[src/rtl/rr_arbiter8.sv]
// Round-robin arbiter for 8 requesters with a rotating priority pointer,
// a per-grant hold-time limit and an encoded grant index for the mux select.
module rr_arbiter8 #(
    parameter int unsigned MAX_HOLD = 16,
    parameter int unsigned CNT_W    = 8
) (
    input  logic       clk,
    input  logic       rst_n,
    input  logic [7:0] req,
    input  logic       done,
    output logic [7:0] gnt,
    output logic [2:0] gnt_id,
    output logic       gnt_valid,
    output logic       timeout
);

    typedef enum logic {
        IDLE,
        GRANT
    } state_t;

    state_t           state_q;
    logic [2:0]       ptr_q;
    logic [CNT_W-1:0] hold_q;
    logic [7:0]       gnt_q;
    logic [2:0]       id_q;
    logic             valid_q;
    logic             timeout_q;

    logic [2:0]       sel_d;
    logic             found_d;
    logic [2:0]       idx;

    // First set request at or after ptr_q, wrapping 7 -> 0.
    always_comb begin
        sel_d   = '0;
        found_d = 1'b0;
        idx     = '0;
        for (int unsigned i = 0; i < 8; i++) begin
            idx = ptr_q + 3'(i);
            if (!found_d && req[idx]) begin
                found_d = 1'b1;
                sel_d   = idx;
            end
        end
    end

    always_ff @(posedge clk or negedge rst_n) begin
        if (!rst_n) begin
            state_q   <= IDLE;
            ptr_q     <= '0;
            hold_q    <= '0;
            gnt_q     <= '0;
            id_q      <= '0;
            valid_q   <= 1'b0;
            timeout_q <= 1'b0;
        end else begin
            case (state_q)
                IDLE: begin
                    timeout_q <= 1'b0;
                    if (found_d) begin
                        gnt_q   <= 8'(1) << sel_d;
                        id_q    <= sel_d;
                        valid_q <= 1'b1;
                        hold_q  <= '0;
                        state_q <= GRANT;
                    end
                end
                GRANT: begin
                    timeout_q <= 1'b0;
                    if (done || !req[id_q] || (hold_q == CNT_W'(MAX_HOLD - 1))) begin
                        // done and withdrawal take precedence over the hold limit
                        timeout_q <= !done && req[id_q];
                        gnt_q     <= '0;
                        id_q      <= '0;
                        valid_q   <= 1'b0;
                        ptr_q     <= id_q + 3'd1;
                        state_q   <= IDLE;
                    end else begin
                        hold_q <= hold_q + 1'b1;
                    end
                end
                default: state_q <= IDLE;
            endcase
        end
    end

    assign gnt       = gnt_q;
    assign gnt_id    = id_q;
    assign gnt_valid = valid_q;
    assign timeout   = timeout_q;

endmodule

[config.mk]
export PLATFORM = sky130hd
export DESIGN_NAME = rr_arbiter8
export DESIGN_NICKNAME = d
export VERILOG_FILES = /design/src/rtl/rr_arbiter8.sv
export SDC_FILE = /design/constraint.sdc
export NUM_CORES = 1
export LEC_CHECK = 0
export ABC_AREA = 0
export BUFFER_PORTS_ARGS = -buffer_cell sky130_fd_sc_hd__clkbuf_2
export CAP_MARGIN = 40
export CORE_MARGIN = 5
export CORE_UTILIZATION = 45
export CTS_BUF_LIST = sky130_fd_sc_hd__clkbuf_4 sky130_fd_sc_hd__clkbuf_8
export DETAILED_ROUTE_END_ITERATION = 7
export PLACE_DENSITY = 0.68
export RECOVER_POWER = 50
export SETUP_SLACK_MARGIN = 0.1
export SLEW_MARGIN = 20
export SYNTH_ARGS = -nofsm -noshare
export SYNTH_HDL_FRONTEND = slang
export SYNTH_SLANG_ARGS = --single-unit
export TNS_END_PERCENT = 1
[constraint.sdc]
create_clock -name clk -period 3.6 [get_ports clk]
set_clock_uncertainty 0.2 [all_clocks]
set_input_delay 0.18 -clock clk [delete_from_list [all_inputs] [get_ports clk]]
set_output_delay 0.18 -clock clk [all_outputs]
set_load 0.005 [all_outputs]
# --- Yosys cells after proc, flatten, opt, wreduce, memory -nomap -nowiden ---
# Cells that the tools add are included.
word_totals:
  latchBits: 0
  mem_count: 0
  mem_bits_ro: 0
  in_bits: 11
  reg_bits: 25
  output_inout_bits: 13
  mem_bits_rw: 0
op_classes:
  shifts: 1
  div_mod_pow: 0
  mul: 0
  addsub: 9
  magnitude_cmp: 9
  reduce_logical: 22
  n_eq_ne: 4
  n_mux: 51
  bitwise: 1
ops:
  columns: ["operator", "n"]
  rows:
  - ["3-bit by 4-bit less-than comparator with 1-bit output (second input constant)", 9]
  - ["8-bit two-way mux", 4]
  - ["8-bit one-hot mux with 2 select lines", 2]
  - ["3-bit two-way mux", 10]
  - ["1-bit binary-select mux with 3-bit select", 9]
  - ["1-bit two-way mux", 22]
  - ["3-bit adder (second input constant)", 4]
  - ["1-bit logical NOT", 9]
  - ["8-bit by 1-bit adder with 8-bit output (second input constant)", 1]
  - ["8-bit by 4-bit equality test with 1-bit output (second input constant)", 1]
  - ["1-bit logical AND", 8]
  - ["1-bit by 3-bit << shifter with 8-bit output (first input constant)", 1]
  - ["3-bit by 1-bit adder with 3-bit output (second input constant)", 2]
  - ["3-bit by 2-bit adder with 3-bit output (second input constant)", 2]
  - ["1-bit one-hot mux with 2 select lines", 3]
  - ["3-bit one-hot mux with 2 select lines", 1]
  - ["2-bit AND reduction", 3]
  - ["2-bit inequality test (second input constant)", 2]
  - ["1-bit logical OR", 2]
  - ["2-bit by 1-bit inequality test with 1-bit output (second input constant)", 1]
  - ["1-bit NOT", 1]

# --- Depth between registers and ports, before layout ---
# Gate-level depths: netlist of run 1.
depth:
  ltp_word: 27
  ltp_mapped: 14
  depth_no_buf: 9

# --- Worst setup path after synthesis of run 1 ---
# No wires, ideal clock.
synth_timing:
  path_type: "reg-to-reg"
  from: "register ptr_q[0]"
  to: "register gnt_q[0] (netlist: gnt[0])"
  path_stages_with_launch: 14
  path_slack_ns: 0.324
  setup_time_ns: 0.110
  arrival_ns: 2.966
  period_less_slack_ns: 3.276
  required_time_ns: 3.290
  cell_sequence: "dfrtp_1 -> buf_4 -> buf_6 -> buf_4 -> inv_1 -> ha_1 -> buf_2 -> mux4_2 -> and2_1 -> nand2b_1 -> a21oi_1 -> and4bb_1 -> a211o_1 -> o41ai_1"
synth_via:
  elab_chain_cells: 27
  elab_cells_between_ends: 58
  cone_classes: "add/sub (7); eq/ne (1); shift (1); mux (34); reduce/logical (15)"
synth_rtl:
  columns: ["element", "line", "rtl"]
  rows:
  - ["start, declared", "23", "logic [2:0] ptr_q;"]
  - ["start signal, assigned", "77", "ptr_q <= id_q + 3'd1;"]
  - ["branches (longest 27 deep; another with 3-bit by 1-bit adder with 3-bit output)", null, null]
  - ["end signal, assigned", "62", "gnt_q <= 8'(1) << sel_d;"]
  - ["end, declared", "25", "logic [7:0] gnt_q;"]
# Parallel ways; which one is timed is not known. The select of a mux whose other input is x is not followed.
# A chain may end at the register's enable or synchronous reset.

# --- Worst setup path after layout of run 1 ---
layout_timing:
  from: "register ptr_q[1]"
  to: "register gnt_q[7] (netlist: gnt[7])"
# The elaborated chain is that of the path after synthesis.

==> results.txt, run 1 <==
Ys Warns = 0
sequential power share = 16.6%
area leader, netlist = dfrtp_1
diodes inserted = 0
CTS tree = built
PwrDens = 1100 mW/mm^2
antenna-violating nets left = 0
Sw Pwr = 0.00136 W
clock sink total = 25
routed len/inst = 17.0 microns
Post-synth EDFFs = 0
Die H = 80.6 microns
drt drc = 0
Total GRT Usage = 17.6%
minimum clock period = 3.22 ns
vias per cell = 5.98
hpwl dp = 4030 microns
switching share of power = 50.1%
RSZ-0062 raised after global routing = no
CP Launch Type = register
HP Class = primary input to register
Inst Count DP = 307
fin. max-slew vios = 0
Initial DRC Count = 146
number of max-cap violations = 0
top cells by count, synth = dfrtp_1 (25), nor2_1 (21), nand2_1 (18)
sequential area share after synthesis = 27.9%
largest net degree at the start of global routing = 27
gp weighted congestion = 0.881
CP required = 3.61 ns
die area = 0.00650 sq mm
number of nets in the layout = 262
Synth Flop Type = dfrtp_1
Worst Path Arrival = 3.23 ns
most frequent cell after synthesis = dfrtp_1
Distinct cells, synth = 58
initial antenna violation count = 0
crit path kind = register to register
Pwr Total = 0.00272 W
clock-pin slew on the worst setup and hold paths = 0.08 ns
Post-Syn Nets = 237
part of the cycle the worst path needs = 89.3%
Mapped Area = 0.00224 sq mm
Syn Area/Cell = 10.1 sq um
Final WS setup = 0.384 ns
Rows = 25
final wirelength = 5330 microns
Mapped Cells = 222
Comb pwr share = 77.2%
CTS buffer count = 3
Synth area leaders = dfrtp_1 (28%), mux4_2 (14%), mux2i_1 (4.9%)
total negative slack = 0 ns
Clk pwr share = 6.2%
vias in the first global route = 1776
LEAKAGE = 1.04 nW
PortBufs = 23
outcome = completed
via count = 1871
FILL cells = 432
final setup fails = 0
pre-CTS WS = 0.324 ns
Synth Register Bits = 25
H-tree levels = 1
I/O pins = 24
Initial Util = 46.9%
final cell count without fillers = 313
Hold Slack = 0.0448 ns
Worst VDD drop = 554 uV
latest clock arrival within the worst-skew pair = 0.27 ns
Slew @ Worst Pin = 1.31 ns
first-pass GRT wire length = 8910 microns
Yosys top cell area share = 27.9%
fmax = 0.311 GHz
Worst Path Max Fanout = 9
layout cells sized above 1 = 26.4%
First-pass DRT Iterations = 4
Root Driver = clkbuf_8
internal power = 0.00136 W
Max-slew headroom = 12.6%
die width = 80.6 microns
Max clock buf depth = 2
Final Hold Vio Count = 0
grt total ovfl = 0
Post-synth ARST share = 100%
Area growth syn-to-layout = 10.0%
Core Area = 0.00479 sq mm
crit end category = register
[per-stage QoR]
| step | area (sq um) | util, % |
|---|---|---|
| after global placement | 2400 | 50.2 |
| after global routing | 2470 | 51.6 |
| after detailed placement | 2400 | 50.2 |
| final | 2470 | 51.6 |
| after CTS | 2460 | 51.5 |
| after floorplan | 2240 | - |
[critical path, cell delays in order (launching register included)]
cell     delay, ns
dfrtp_1       0.34
inv_1         0.09
ha_1          0.38
mux4_2        0.57
mux2i_1       0.18
a32oi_1       0.13
nor3b_4       0.42
a41oi_2       0.34
a21oi_2       0.32
a32o_1        0.17
[cell type report]
type | instances | area, sq um | share of cell area [%]
timing repair buffer | 32 | 179 | 7.24
clock buffer | 4 | 48.8 | 1.98
sequential | 25 | 626 | 25.3
inverter | 5 | 18.8 | 0.760
multi-input combinational | 180 | 1510 | 61.3
tap | 67 | 83.8 | 3.39
[path summary, 6_finish.rpt]
kind,cells after the start,from,slack [ns],to
setup / recovery,9,ptr_q[1]$_DFFE_PN0P_,0.38,gnt[7]$_DFFE_PN0P_
hold / removal,3,done,0.04,timeout$_DFF_PN0_
setup reg to reg,9,ptr_q[1]$_DFFE_PN0P_,0.38,gnt[7]$_DFFE_PN0P_
hold reg to reg,1,gnt[4]$_DFFE_PN0P_,0.30,gnt[4]$_DFFE_PN0P_
max in group asynchronous,2,rst_n,1.90,gnt_valid$_DFFE_PN0P_
min in group asynchronous,2,rst_n,0.52,gnt[6]$_DFFE_PN0P_
[cell families (layout without fill, tap and decap cells)]
group / after synthesis / in the layout / synth area share (%)
AND/OR/NAND/NOR: 79 / 79 / 18.0
XOR/XNOR: 13 / 13 / 5.91
buffers and inverters: 17 / 41 / 4.90
AO/OA/AOI/OAI: 50 / 50 / 17.6
adder cells (fa/ha/maj): 4 / 4 / 2.23
flip-flops: 25 / 25 / 27.9
multiplexers: 34 / 34 / 23.5
[flip-flops by register name, indices dropped and copies added, names as in the netlist]
name       cells
timeout        1
gnt            8
hold_q         8
state_q        1
ptr_q          3
gnt_valid      1
gnt_id         3
[per-layer routing]
layer / wire length, microns / global-route usage, %
met1: 2570 / 26.7
met5: 0 / 0
met2: 2430 / 26.4
met4: 52 / 3.55
met3: 272 / 2.80
[placed cells by master (no fill, tap or decap), drive strengths merged, types with 4 or more instances in the layout]
| cell type | count |
|---|---|
| dfrtp | 25 |
| mux2 | 9 |
| a21oi | 8 |
| xor2 | 7 |
| clkbuf | 27 |
| a32o | 5 |
| mux2i | 11 |
| nand3 | 15 |
| buf | 8 |
| nor2 | 21 |
| o21ai | 7 |
| ha | 4 |
| o41ai | 4 |
| nand2 | 19 |
| inv | 5 |
| mux4 | 14 |
| xnor2 | 6 |
[power by group through the flow]
stage	Sequential [W]	Clock, W	Combinational, W
floorplan	0.000414	0	0.00168
global placement	0.000454	0	0.00201
detailed placement	0.000457	0	0.00202
CTS	0.000451	0.000176	0.00203
global route	0.000464	0.000190	0.00227
finish	0.000452	0.000169	0.00210
[repair_timing]
item                                    4_1_cts  5_1_grt
gates resized for setup                       0        1
buffers inserted                              0        1
endpoints found under the hold margin        25        0
hold buffers                                  1        0
endpoints found under the setup margin        0        5
No activity file was read; power rests on OpenSTA's default activity.
==> inputs of run 2 (changes only) <==
clock period = 3 ns   (was 3.6 ns; I/O delays follow)
==> results.txt, run 2 (synthesis results as in run 1) <==
outcome = completed
Final Hold Vio Count = 0
minimum clock period = 2.99 ns
commonest non-fill, non-tap cells in the layout = buf_4 (29), dfrtp_1 (24), nor2_1 (20)
slowest stage delay, CP = 0.56 ns
vias per cell = 5.90
hpwl dp = 4400 microns
final wirelength = 5880 microns
Max-slew headroom = 9.55%
Buf+Inv Stages, Crit Path = 2
PortBufs = 23
latest clock arrival within the worst-skew pair = 0.27 ns
crit path kind = register to register
CTS tree = built
Rows = 25
routed len/inst = 17.3 microns
grt total ovfl = 0
H-tree levels = 1
r2r endpoint = gnt[2]$_DFFE_PN0P_
CP required = 2.97 ns
first-pass GRT wire length = 9780 microns
clock-pin slew on the worst setup and hold paths = 0.08 ns
CP Launch Type = register
fmax = 0.334 GHz
antenna-violating nets left = 0
fin. max-slew vios = 0
Root Driver = clkbuf_8
drt drc = 0
commonest non-fill, non-tap cell in the layout = buf_4
First-pass DRT Iterations = 6
Area growth syn-to-layout = 26.1%
r2r setup slk = 0.009 ns
Hold Crit Start = done
Worst Hold Depth = 3
Initial Util = 46.9%
Core Area = 0.00479 sq mm
largest net degree at the start of global routing = 26
clock sink total = 25
delay-heaviest family, CP = multiplexers
initial antenna violation count = 0
RSZ-0062 raised after global routing = yes
part of the cycle the worst path needs = 99.7%
layout cells sized above 1 = 41.5%
Initial DRC Count = 127
Slew @ Worst Pin = 1.36 ns
die area = 0.00650 sq mm
Worst R2R Start = ptr_q[0]$_DFFE_PN0P_
number of max-cap violations = 0
die width = 80.6 microns
gp weighted congestion = 0.868
crit end category = register
diodes inserted = 0
Die H = 80.6 microns
WHS Endpoint = timeout$_DFF_PN0_
post-route cell area = 0.00283 sq mm
Post-DP Area = 0.00259 sq mm
CTS buffer count = 3
number of nets in the layout = 288
Max clock buf depth = 2
Total GRT Usage = 19.3%
Worst Path Arrival = 2.96 ns
vias in the first global route = 1988
Worst Path Max Fanout = 5
cells on worst reg2reg path = 10
final setup fails = 0
HP Class = primary input to register
I/O pins = 24
CP cell instances = inv_4, ha_4, mux4_2, mux2i_2, a32oi_2, nor3b_4, buf_6, nand2_4, o211a_4, o41ai_2
CP max-delay cell = mux4_2
via count = 2000
run 2: worst reg2reg max path: stages (launching register included):
cell and delay (ns):
dfrtp_2 0.42, inv_4 0.05, ha_4 0.30, mux4_2 0.56, mux2i_2 0.19, a32oi_2 0.10
nor3b_4 0.28, buf_6 0.16, nand2_4 0.05, o211a_4 0.26, o41ai_2 0.31
run 2: layout make-up:
class / count / area (sq um)
multi-input combinational: 180 / 1650
timing repair buffer: 58 / 400
tap: 67 / 83.8
sequential: 25 / 627
fill: 420 / 1960
inverter: 5 / 21.3
clock buffer: 4 / 48.8
run 2: repair_timing:
item,in CTS,in global routing
setup endpoints to repair,12,21
resized for setup,10,22
buffers inserted,4,2
hold endpoints to repair,25,0
pin swaps,2,8
hold buffers,1,0
run 2: through the flow:
stage	worst slack (ns)	instances	utilization [%]	TNS (ns)	hold WS (ns)
global route	-0.110	339	59.1	-0.880	0.0166
finish	0.00939	339	59.1	0	0.0132
CTS	0.0210	337	57.5	0	0.00715
floorplan	-0.119	222	-	-1.12	-0.346
global placement	-0.0280	328	54.2	-0.0280	-0.00602
detailed placement	-0.0439	328	54.2	-0.0576	0.00231
run 2: routing by layer:
layer  GRT usage, %  up-vias  routed length (microns)
met4           5.07        0                      105
li1               -      961                        -
met1           26.0      988                     2640
met5              0        -                        0
met3           3.14       14                      201
met2           32.3       37                     2930
run 2: how the worst max path moves through the flow:
stage | start | to | slack [ns] | cells after the start
CTS | ptr_q[0]$_DFFE_PN0P_ | gnt[4]$_DFFE_PN0P_ | 0.02 | 10
floorplan | ptr_q[0]$_DFFE_PN0P_ | gnt[6]$_DFFE_PN0P_ | -0.12 | 12
finish | ptr_q[0]$_DFFE_PN0P_ | gnt[2]$_DFFE_PN0P_ | 0.009 | 10
global placement | ptr_q[1]$_DFFE_PN0P_ | gnt[3]$_DFFE_PN0P_ | -0.03 | 9
detailed placement | ptr_q[1]$_DFFE_PN0P_ | gnt[2]$_DFFE_PN0P_ | -0.04 | 9
global route | ptr_q[0]$_DFFE_PN0P_ | gnt[2]$_DFFE_PN0P_ | -0.11 | 10
Power of run 2 is left out: the tool's default activity adds up to more than one toggle a clock period on the data nets, which glitch-free logic cannot reach.
==> inputs of run 3 (changes only) <==
CTS_BUF_LIST = unset   (was sky130_fd_sc_hd__clkbuf_4 sky130_fd_sc_hd__clkbuf_8)
PLACE_DENSITY = unset   (was 0.68)
==> results.txt, run 3 (synthesis results as in run 1) <==
outcome = completed
Slew @ Worst Pin = 1.33 ns
Worst Path Max Fanout = 5
first-pass GRT wire length = 10100 microns
HP Class = primary input to register
vias per cell = 5.99
Core Area = 0.00479 sq mm
CP required = 2.96 ns
initial antenna violation count = 0
vias in the first global route = 1942
largest net degree at the start of global routing = 26
die area = 0.00650 sq mm
antenna-violating nets left = 0
clock-pin slew on the worst setup and hold paths = 0.08 ns
routed len/inst = 18.0 microns
minimum clock period = 2.96 ns
number of nets in the layout = 290
crit path kind = register to register
total negative slack = 0 ns
gp weighted congestion = 0.941
Worst Path Arrival = 2.92 ns
final wirelength = 6140 microns
Final Hold Vio Count = 0
FILL cells = 414
RSZ-0062 raised after global routing = yes
commonest non-fill, non-tap cells in the layout = buf_4 (27), dfrtp_1 (24), clkbuf_2 (20)
final cell count without fillers = 341
PortBufs = 23
commonest non-fill, non-tap cell in the layout = buf_4
Die H = 80.6 microns
Area growth syn-to-layout = 31.3%
latest clock arrival within the worst-skew pair = 0.26 ns
Total GRT Usage = 19.9%
clock sink total = 25
Rows = 25
CTS buffer count = 3
grt total ovfl = 0
r2r setup slk = 0.04 ns
Inst Count DP = 327
Max clock buf depth = 2
crit end category = register
cells on worst reg2reg path = 12
part of the cycle the worst path needs = 98.7%
drt drc = 0
Initial Util = 46.9%
First-pass DRT Iterations = 4
hpwl dp = 4450 microns
CP Launch Type = register
die width = 80.6 microns
final setup fails = 0
CTS tree = built
Initial DRC Count = 206
number of max-cap violations = 0
I/O pins = 24
H-tree levels = 1
Max-slew headroom = 11.2%
diodes inserted = 0
fmax = 0.338 GHz
Worst Hold Depth = 3
Root Driver = clkbuf_8
via count = 2041
fin. max-slew vios = 0
layout cells sized above 1 = 44.5%
==> run 3: metrics by stage <==
step	hold WS [ns]	setup slack, ns	instance area (sq um)	util [%]
after floorplan	-0.346	-0.119	2290	-
after global placement	-0.00897	-0.264	2600	54.3
after detailed placement	-0.00570	-0.301	2600	54.3
after CTS	0.0224	0.0598	2820	58.9
after global routing	0.0359	-0.108	2950	61.6
final	0.0277	0.0376	2950	61.6
==> run 3: what timing repair did <==
| action | 4_1_cts | 5_1_grt |
|---|---|---|
| hold buffers | 1 | 0 |
| endpoints found under the setup margin | 13 | 20 |
| resized for setup | 25 | 19 |
| endpoints found under the hold margin | 25 | 0 |
| pin swaps | 20 | 14 |
| setup buffers | 6 | 3 |
==> run 3: critical path, cell delays in order (launching register included) <==
cell,delay [ns]
dfrtp_2,0.47
buf_6,0.14
ha_4,0.16
buf_6,0.13
xnor2_4,0.14
mux2i_4,0.21
a221o_1,0.35
buf_6,0.14
a31oi_2,0.17
mux2_4,0.18
o211ai_1,0.08
buf_4,0.17
o41ai_4,0.31
==> run 3: metal layers <==
layer | track usage [%] | share of wire [%] | up-vias
li1 | - | - | 958
met2 | 30.5 | 47 | 77
met3 | 4.37 | 6.1 | 12
met4 | 4.90 | 1.6 | 0
met1 | 28.4 | 46 | 994
met5 | 0 | 0 | -
==> run 3: path summary, 6_finish.rpt <==
| check | from | endpoint |
|---|---|---|
| setup / recovery | ptr_q[0]$_DFFE_PN0P_ | gnt[1]$_DFFE_PN0P_ |
| hold / removal | done | timeout$_DFF_PN0_ |
| setup reg to reg | ptr_q[0]$_DFFE_PN0P_ | gnt[1]$_DFFE_PN0P_ |
| hold reg to reg | gnt_valid$_DFFE_PN0P_ | gnt_valid$_DFFE_PN0P_ |
| max in group asynchronous | rst_n | ptr_q[0]$_DFFE_PN0P_ |
| min in group asynchronous | rst_n | gnt[6]$_DFFE_PN0P_ |
==> run 3: final cells by class <==
cell class | count | area, sq um | area share (%)
clock buffers | 4 | 45.0 | 1.53
inverters | 5 | 21.3 | 0.722
multi-input cells | 180 | 1730 | 58.8
flip-flops and latches | 25 | 627 | 21.3
well taps | 67 | 83.8 | 2.85
repair buffers | 60 | 438 | 14.9
Power of run 3 is left out for the same reason.
